===== src/rtl/util_pkg.sv =====
// Shared helpers for the util_* blocks: index-width derivation, arbiter FSM
// encoding and a saturating adder.
package util_pkg;

    typedef enum logic {
        ST_IDLE  = 1'b0,
        ST_OFFER = 1'b1
    } state_t;

    function automatic int clog2(input int n);
        int r;
        r = 0;
        for (int i = 0; i < 32; i++) begin
            if ((1 << r) < n) begin
                r = r + 1;
            end
        end
        return r;
    endfunction

    // Returns a + b clamped to max_v; the 33-bit sum keeps the carry visible.
    function automatic logic [31:0] sat_add(input logic [31:0] a,
                                            input logic [31:0] b,
                                            input logic [31:0] max_v);
        logic [32:0] s;
        s = {1'b0, a} + {1'b0, b};
        if (s > {1'b0, max_v}) begin
            return max_v;
        end
        return s[31:0];
    endfunction

endpackage


===== src/rtl/util_rr_pick.sv =====
// Combinational round-robin picker: rotate the request vector so the slot after
// `last` is bit 0, priority-encode, then rotate the index back.
module util_rr_pick
    import util_pkg::*;
#(
    parameter  int NUM_CH = 4,
    localparam int CH_W   = clog2(NUM_CH)
) (
    input  logic [NUM_CH-1:0] req,
    input  logic [CH_W-1:0]   last,
    output logic [CH_W-1:0]   gnt_idx,
    output logic              gnt_vld
);

    logic [NUM_CH-1:0] rot;
    int                base;
    int                offs;

    always_comb begin
        rot     = '0;
        base    = int'(last) + 1;
        offs    = 0;
        gnt_vld = 1'b0;
        for (int j = 0; j < NUM_CH; j++) begin
            rot[j] = req[(base + j) % NUM_CH];
        end
        // Scan downwards so the lowest rotated position wins.
        for (int j = NUM_CH - 1; j >= 0; j--) begin
            if (rot[j]) begin
                gnt_vld = 1'b1;
                offs    = j;
            end
        end
        gnt_idx = CH_W'((base + offs) % NUM_CH);
    end

endmodule


===== src/rtl/util_edge_event_arbiter.sv =====
// Latches edge pulses from NUM_CH channels as pending events and hands them to a
// single consumer one at a time in round-robin order, counting events lost.
module util_edge_event_arbiter
    import util_pkg::*;
#(
    parameter  int NUM_CH = 4,
    parameter  int CNT_W  = 8,
    localparam int CH_W   = clog2(NUM_CH)
) (
    input  logic              clk,
    input  logic              rst,
    input  logic [NUM_CH-1:0] ch_en,
    input  logic [NUM_CH-1:0] evt_in,
    output logic              m_valid,
    input  logic              m_ready,
    output logic [CH_W-1:0]   m_ch,
    output logic              m_ovf,
    output logic [NUM_CH-1:0] pending,
    output logic [CNT_W-1:0]  ovf_cnt,
    input  logic              ovf_clr,
    output logic              busy
);

    localparam logic [31:0] CNT_MAX = 32'hFFFF_FFFF >> (32 - CNT_W);

    state_t            state_q, state_d;
    logic [NUM_CH-1:0] pending_q, pending_d;
    logic [NUM_CH-1:0] lost_q, lost_d;
    logic [CH_W-1:0]   m_ch_q, m_ch_d;
    logic              m_ovf_q, m_ovf_d;
    logic [CH_W-1:0]   rr_last_q, rr_last_d;
    logic [CNT_W-1:0]  ovf_cnt_q, ovf_cnt_d;

    logic [NUM_CH-1:0] req;
    logic [CH_W-1:0]   sel;
    logic              sel_vld;
    logic              load;
    logic              set_i;
    logic              clr_i;
    logic              loss_i;
    logic [31:0]       loss_cnt;
    logic [31:0]       cnt_base;
    logic [31:0]       cnt_sum;

    // Disabled channels are masked so a flag being flushed is never granted.
    assign req = pending_q & ch_en;

    util_rr_pick #(.NUM_CH(NUM_CH)) u_pick (
        .req     (req),
        .last    (rr_last_q),
        .gnt_idx (sel),
        .gnt_vld (sel_vld)
    );

    // Handshake: a transfer happens on a clock edge where m_valid & m_ready;
    // m_ch/m_ovf hold while m_valid is high and m_ready is low.
    always_comb begin
        state_d   = state_q;
        m_ch_d    = m_ch_q;
        m_ovf_d   = m_ovf_q;
        rr_last_d = rr_last_q;
        pending_d = pending_q;
        lost_d    = lost_q;
        load      = 1'b0;
        set_i     = 1'b0;
        clr_i     = 1'b0;
        loss_i    = 1'b0;
        loss_cnt  = '0;
        cnt_base  = '0;
        cnt_sum   = '0;

        case (state_q)
            ST_IDLE: begin
                if (sel_vld) begin
                    load    = 1'b1;
                    state_d = ST_OFFER;
                end
            end
            ST_OFFER: begin
                if (m_ready) begin
                    if (sel_vld) begin
                        load = 1'b1;
                    end else begin
                        state_d = ST_IDLE;
                    end
                end
            end
            default: state_d = ST_IDLE;
        endcase

        if (load) begin
            m_ch_d    = sel;
            m_ovf_d   = lost_q[sel];
            rr_last_d = sel;
        end

        for (int i = 0; i < NUM_CH; i++) begin
            set_i  = evt_in[i] & ch_en[i];
            clr_i  = load && (sel == CH_W'(i));
            loss_i = set_i & pending_q[i] & ~clr_i;
            if (!ch_en[i]) begin
                pending_d[i] = 1'b0;
                lost_d[i]    = 1'b0;
            end else begin
                pending_d[i] = set_i | (pending_q[i] & ~clr_i);
                lost_d[i]    = loss_i | (lost_q[i] & ~clr_i);
            end
            loss_cnt = loss_cnt + 32'(loss_i);
        end

        // A clear drops the old total but keeps losses from this same cycle.
        cnt_base  = ovf_clr ? 32'd0 : 32'(ovf_cnt_q);
        cnt_sum   = sat_add(cnt_base, loss_cnt, CNT_MAX);
        ovf_cnt_d = cnt_sum[CNT_W-1:0];
    end

    always_ff @(posedge clk) begin
        if (rst) begin
            state_q   <= ST_IDLE;
            pending_q <= '0;
            lost_q    <= '0;
            m_ch_q    <= '0;
            m_ovf_q   <= 1'b0;
            rr_last_q <= CH_W'(NUM_CH - 1);
            ovf_cnt_q <= '0;
        end else begin
            state_q   <= state_d;
            pending_q <= pending_d;
            lost_q    <= lost_d;
            m_ch_q    <= m_ch_d;
            m_ovf_q   <= m_ovf_d;
            rr_last_q <= rr_last_d;
            ovf_cnt_q <= ovf_cnt_d;
        end
    end

    assign m_valid = (state_q == ST_OFFER);
    assign m_ch    = m_ch_q;
    assign m_ovf   = m_ovf_q;
    assign pending = pending_q;
    assign ovf_cnt = ovf_cnt_q;
    assign busy    = m_valid | (|pending_q);

endmodule

===== config.mk =====
export PLATFORM = sky130hd
export DESIGN_NAME = util_edge_event_arbiter
export DESIGN_NICKNAME = d
export VERILOG_FILES = /design/src/rtl/util_pkg.sv /design/src/rtl/util_rr_pick.sv /design/src/rtl/util_edge_event_arbiter.sv
export SDC_FILE = /design/constraint.sdc
export NUM_CORES = 1
export LEC_CHECK = 0
export ABC_AREA = 1
export BUFFER_PORTS_ARGS = -buffer_cell sky130_fd_sc_hd__buf_2
export CORE_ASPECT_RATIO = 2
export CORE_UTILIZATION = 40
export CTS_CLUSTER_DIAMETER = 60
export DETAILED_ROUTE_END_ITERATION = 8
export PLACE_DENSITY = 0.72
export SLEW_MARGIN = 15
export SYNTH_ARGS = -nofsm -noshare
export SYNTH_HDL_FRONTEND = slang
export SYNTH_SLANG_ARGS = --single-unit

===== constraint.sdc =====
create_clock -name clk -period 9.3 [get_ports clk]
set_input_delay 0.465 -clock clk [delete_from_list [all_inputs] [get_ports clk]]
set_output_delay 0.465 -clock clk [all_outputs]
set_load 0.01 [all_outputs]

**Word-level counts from Yosys, hierarchy flattened**

Cells that the tools add are included.

- Word-level logic and storage cells: 119
- Input bits: 12
- Output and inout bits: 17
- Register bits: 22

- Bitwise gates (word level): 43
- Add/subtract/negate cells: 9
- Reduce and logical (&&, ||, !) cells: 14
- Multiplexer cells: 31
- Magnitude comparators: 6
- Eq/ne operators: 3

Operator list:

| cell | number |
|---|---|
| 2-to-1 mux 8 bit | 3 |
| bitwise AND 1 bit | 20 |
| 2-to-1 mux 1 bit | 17 |
| < comparator 3 x 4 -> 1 bit, second input constant | 4 |
| OR reduction 2 bit | 8 |
| binary-select mux 1 bit (select 2 bit) | 5 |
| adder 8 x 4 -> 9 bit | 1 |
| greater-than comparator 9 x 8 -> 1 bit, second input constant | 1 |
| NOT 1 bit | 9 |
| bitwise OR 1 bit | 9 |
| 2-to-1 mux 2 bit | 4 |
| adder 2 x 1 -> 2 bit, second input constant | 2 |
| adder 2 bit, second input constant | 2 |
| adder 3 x 1 -> 4 bit | 1 |
| bitwise AND 1 bit, first input constant | 4 |
| bitwise AND 4 bit | 1 |
| == test 2 bit, second input constant | 2 |
| logical AND 1 bit | 4 |
| case mux 1 bit (2 select lines) | 2 |
| OR reduction 4 bit | 1 |
| adder 2 x 1 -> 3 bit | 1 |
| < comparator 2 x 3 -> 1 bit, second input constant | 1 |
| adder 1 x 1 -> 2 bit | 1 |
| adder 2 bit | 1 |
| 2 further kinds | 2 |

**Depth between registers and ports, before layout**

- Depth in word-level cells: 24
- Gate-level depth with buffers: 26
- Gate-level depth less buffers: 26

**Cells and area by module**

Synthesis repeated with hierarchy kept, for this count alone.

- Cell total of the unflattened synthesis: 212
- Area, all modules: 1398.8 sq um

By module, submodules not included:

| module | cells an instance | area each (sq um) | sequential area each (sq um) | times used |
|---|---|---|---|---|
| util_edge_event_arbiter | 156 | 1129.8 | 440.4 | 1 |
| util_rr_pick | 56 | 269.0 | 0.0 | 1 |

**Worst setup path after synthesis**

No wires, ideal clock.

- Path kind: input to register
- Start: input port ch_en[1]
- End: register ovf_cnt_q[7] (netlist: ovf_cnt[7])
- Buffers on the path: 0
- Library setup time: 56 ps
- Required time: 9244 ps
- Cell stages on the path: 24
- Slack: 5633 ps
- Arrival time: 3611 ps
- Cells stage by stage: nand2_1 -> nand2_1 -> nand3_1 -> nand2_2 -> a21oi_1 -> nor2_1 -> ha_1 -> xor2_1 -> inv_1 -> nand3_2 -> nand2_4 -> nor2_1 -> nor3_1 -> fa_1 -> inv_1 -> fa_1 -> inv_1 -> fa_1 -> nand4_1 -> nor2_1 -> nand4_1 -> nand2_1 -> nand2_1 -> inv_1

- Longest elaborated chain between the ends: 21
- Elaborated cells between the ends (all ways): 50
- Those cells by class: add/sub: 5; order compare: 1; eq/ne: 3; mux: 25; bitwise: 11; reduce/logical: 5

Ends and longest elaborated chain:

| item | RTL line | source |
|---|---|---|
| start, declared | util_edge_event_arbiter.sv:12 | `input logic [NUM_CH-1:0] ch_en,` |
| branches (longest 16 deep; another with adder 2 bit) | - |  |
| adder 3 x 1 -> 4 bit * | util_edge_event_arbiter.sv:108 | `loss_cnt = loss_cnt + 32'(loss_i);` |
| adder 8 x 4 -> 9 bit * | util_pkg.sv:26 | `s = {1'b0, a} + {1'b0, b};` |
| greater-than comparator 9 x 8 -> 1 bit | util_pkg.sv:27 | `if (s > {1'b0, max_v}) begin` |
| 2-to-1 mux 1 bit | util_pkg.sv:27 |  |
| 2-to-1 mux 8 bit * | util_pkg.sv:30 | `return s[31:0];` |
| end signal, assigned | util_edge_event_arbiter.sv:133 | `ovf_cnt_q <= ovf_cnt_d;` |
| end, declared | util_edge_event_arbiter.sv:32 | `logic [CNT_W-1:0] ovf_cnt_q, ovf_cnt_d;` |

Mark *: on every way between the ends. The select of a mux whose other input is x is not followed.
A chain may end at the register's enable or synchronous reset.

**Final worst setup path**

- Start: register rr_last_q[1]
- End: register ovf_cnt_q[0] (netlist: ovf_cnt[0])

- Longest elaborated chain between the ends: 22
- Elaborated cells between the ends (all ways): 51
- Those cells by class: add/sub: 9; order compare: 1; eq/ne: 3; mux: 25; bitwise: 8; reduce/logical: 5

Ends and longest elaborated chain:

| item | RTL line | source |
|---|---|---|
| start, declared | util_edge_event_arbiter.sv:31 | `logic [CH_W-1:0] rr_last_q, rr_last_d;` |
| start signal, assigned | util_edge_event_arbiter.sv:124 | `rr_last_q <= CH_W'(NUM_CH - 1);` |
| start signal, assigned | util_edge_event_arbiter.sv:132 | `rr_last_q <= rr_last_d;` |
| adder 2 x 1 -> 2 bit * | util_rr_pick.sv:21 | `base = int'(last) + 1;` |
| branches (longest 16 deep; another with adder 2 bit) | - |  |
| adder 3 x 1 -> 4 bit * | util_edge_event_arbiter.sv:108 |  |
| adder 8 x 4 -> 9 bit * | util_pkg.sv:26 |  |
| greater-than comparator 9 x 8 -> 1 bit | util_pkg.sv:27 |  |
| 2-to-1 mux 1 bit | util_pkg.sv:27 |  |
| 2-to-1 mux 8 bit * | util_pkg.sv:30 |  |

Marks and branches as above.

==> results.toml <==
[outcome]
outcome = "complete, no violations"

[power]
p_leak_uw = 0.000840
power.density_nw_per_um2 = 265
power.ir.vdd_worst_v = 0.000130
finalPower_uw = 430

[logic_synthesis]
post-synth-top-area-cell = "sky130_fd_sc_hd__dfxtp_1"
syn-instance-count = 208
post_synth_xor_area_fraction = 0.0315
synth_compound_gate_area_share = 0.0773
yosysSeqAreaShare = 0.317
post_synth_mux_area_share = 0
synth_fp_nets = 225
yosysUniqueCellTypes = 23
synth_top_cell_area_share = 0.317
synthAdderAreaFrac = 0.0612
synth-simple-area-share = 0.419
yosys-top-cells-area = "sky130_fd_sc_hd__dfxtp_1 (32%), sky130_fd_sc_hd__nand2_1 (16%), sky130_fd_sc_hd__inv_1 (7.8%), sky130_fd_sc_hd__nand3_1 (6.5%), sky130_fd_sc_hd__nand2_2 (4.5%)"
ys_warn_count = 0
synth_top_family_by_area = "simple AND/OR/NAND/NOR gates"
postSynthAreaPerCell_um2 = 6.69
synth_area_um2 = 1390
yosys_register_bits = 22

[setup_path]
crit_fanout = 8
critical_path.top_delay_family = "simple AND/OR/NAND/NOR gates"
reg2reg_from = "rr_last_q[1]"
critical_path_s_largest_stage_delay_ns = 0.48
required_ns = 9.50
cp-startpoint = "rr_last_q[1]"
critical-path-slowest-cell = "sky130_fd_sc_hd__fa_1"
timing.critical_path.from_type = "flop"
worst_setup_path_end_kind = "flop"
worst-path-buf-inv = 4
crit_top_cell = "sky130_fd_sc_hd__inv_1"
critical_path_arrival_ns = 4.45
cp_cell_sequence = "inv_1, nand2_1, nand2_2, nand3_1, nand2_1, a21oi_1, nor2_1, ha_1, xor2_1, inv_1, nand3_2, nand2_4, nor2_1, nor3_1, fa_1, inv_1, fa_1, inv_1, fa_1, nand4_1, nor2_1, nand4_1, a21oi_1"
setup.worst_path.class = "flop to flop"

[timing]
hold_viol = 0
finalClockSkew_ns = 0.00300
setup_violations = 0
clock_period_minus_final_worst_setup_slack_ns = 4.25
grt_setup_unrepaired = "no"
achievable-frequency_mhz = 235
layout_worst_path_cycle_share = 0.457
timing.max_slew.rel_slack = 0.778
setup-tns-final_ns = 0
report.final.slew_viol_count = 0
worst_pin_slew_ns = 0.332

[global_routing]
initial_antenna_violation_count = 0
grt_pass1_vias = 1383
grt.overflow.total = 0
grt_first_pass_wirelength_um = 5610
groute.usage.overall = 0.201
pin_count_of_the_biggest_net_entering_global_routing = 15

[clock_network]
cts.repair.resized = 0
cts.clk_slew.worst_paths_ns = 0.08
tritoncts = "yes"
cts-root-buf = "sky130_fd_sc_hd__clkbuf_8"
numClockSinks = 22
htreeDepth = 1
cts-buffers-inserted = 3
holdBufCountCts = 0
max-clock-path-buffers = 2
post_cts.repair.setup_buffers = 0
insertion_delay_ns = 0.27

[placement]
gpl.final_weighted_congestion = 0.907
port_buffers = 28
placedCellCount = 267
dp_hpwl_um = 2860

[floorplan]
fp-row-count = 30
core_um2 = 3340
boundaryPins = 29
initial_core_util = 0.416
chipHeight_um = 85.4
chipWidth_um = 43.7
design.die.area_um2 = 3730

[route]
drt_pass_1_iters = 4
finalWirelength_um = 3430
avgViaCountPerCell = 5.21
postRouteAntennaNets = 0
vias = 1413
residual_drc_count = 0
drtIter0Drc = 19
avgRoutedWirePerCell_um = 12.7

[cells_and_area]
nets = 257
antenna-diode-count = 0
layout-area-overhead-vs-synth_pct = 16.5
instances_no_fill = 271
n_fill_cell = 363
final_layout_size_suffix_gt1_frac = 0.234

[flow_run]
drv_cap = 0

[hold_path]
worstHoldStart = "evt_in[3]"
timing.hold.worst.class = "input port to flop"
==> layout by cell type, fill, tap and decap left out <==
cell type                  Yosys  final
sky130_fd_sc_hd__o21bai_1      1      1
sky130_fd_sc_hd__nor2_2        2      2
sky130_fd_sc_hd__inv_4         1      1
sky130_fd_sc_hd__nand2_1      60     60
sky130_fd_sc_hd__ha_1          2      2
sky130_fd_sc_hd__clkbuf_8      0      4
sky130_fd_sc_hd__inv_2         3      3
sky130_fd_sc_hd__xor2_1        5      5
sky130_fd_sc_hd__nand3_2       4      4
sky130_fd_sc_hd__nand2_4       2      2
sky130_fd_sc_hd__nor2_4        2      2
sky130_fd_sc_hd__buf_2         1     28
sky130_fd_sc_hd__dfxtp_1      22     22
sky130_fd_sc_hd__fa_1          3      3
sky130_fd_sc_hd__nand3_1      18     18
sky130_fd_sc_hd__nor3_1        2      2
sky130_fd_sc_hd__inv_1        29     29
sky130_fd_sc_hd__nand2_2      10     10
sky130_fd_sc_hd__o21ai_0       5      5
sky130_fd_sc_hd__a21oi_1      12     12
sky130_fd_sc_hd__o211ai_1      2      2
sky130_fd_sc_hd__nor4_1        1      1
sky130_fd_sc_hd__nor2_1       16     16
sky130_fd_sc_hd__nand4_1       5      5
==> sequential cells by signal (all words and copies together) (netlist names) <==
signal / flops
ovf_cnt: 8
lost_q: 4
pending: 4
m_ch: 2
rr_last_q: 2
m_ovf: 1
m_valid: 1
==> area by class of cell <==
type	instances	area, um^2	share of cell area
multi-input cells	152	820	0.505
flip-flops and latches	22	440	0.272
repair buffers	28	140	0.0864
inverters	33	126	0.0779
clock buffers	4	55.1	0.0340
well taps	32	40.0	0.0247
==> cell families (layout without fill, tap and decap cells) <==
| logic type | count (synthesis) | count (layout) |
|---|---|---|
| DFF | 22 | 22 |
| and+or+nand+nor | 122 | 122 |
| adders and majority gates | 5 | 5 |
| xor gates and xnor gates | 5 | 5 |
| buffers and inverters | 34 | 65 |
| AOI/OAI and AO/OA | 20 | 20 |
==> final timing paths <==
| kind | slack [ns] | depth (start not counted) | endpoint |
|---|---|---|---|
| hold / removal | 0.41 | 3 | pending[3] |
| setup reg to reg | 5.05 | 23 | ovf_cnt[0] |
| hold reg to reg | 0.47 | 2 | m_ch[0] |
| setup / recovery | 5.05 | 23 | ovf_cnt[0] |
==> per-layer routing <==
layer  track usage  wire, um  vias up  share of wire
li1              -         -      720              -
met1         0.177      1160      651           0.34
met2         0.395      2030       30           0.59
met3        0.0213        93       12          0.027
met4         0.125       149        0          0.043
met5             0         0        -              0
==> report_power, final <==
part	internal, uW	leakage [uW]	switching [uW]
registers	106	0.000179	13.3
logic	76.7	0.000632	163
clock network	37.9	0.0000288	32.4
total	221	0.000840	209
==> worst min-delay path, cell delays in order <==
cell and delay, ns:
sky130_fd_sc_hd__buf_2 0.09, sky130_fd_sc_hd__nand2_1 0.05, sky130_fd_sc_hd__nand2_1 0.06
==> cell usage after synthesis, drive strengths merged <==
cell and instances:
a21oi 12, buf 1, dfxtp 22, fa 3, ha 2, inv 33
nand2 72, nand3 22, nand4 5, nor2 20, nor3 2, nor4 1
o211ai 2, o21ai 5, o21bai 1, xor2 5
==> per-stage QoR <==
| step | hold slack [ns] | utilization | area (um^2) | setup slack [ns] |
|---|---|---|---|---|
| finish | 0.413 | 0.485 | 1620 | 5.05 |
| global route | 0.424 | 0.485 | 1620 | 4.63 |
| CTS | 0.411 | 0.485 | 1620 | 5.07 |
| detailed placement | 0.456 | 0.469 | 1570 | 5.06 |
| global placement | 0.446 | 0.469 | 1570 | 5.23 |
| floorplan | 0.483 | - | 1390 | 5.63 |
No activity file was read; power rests on OpenSTA's default activity.
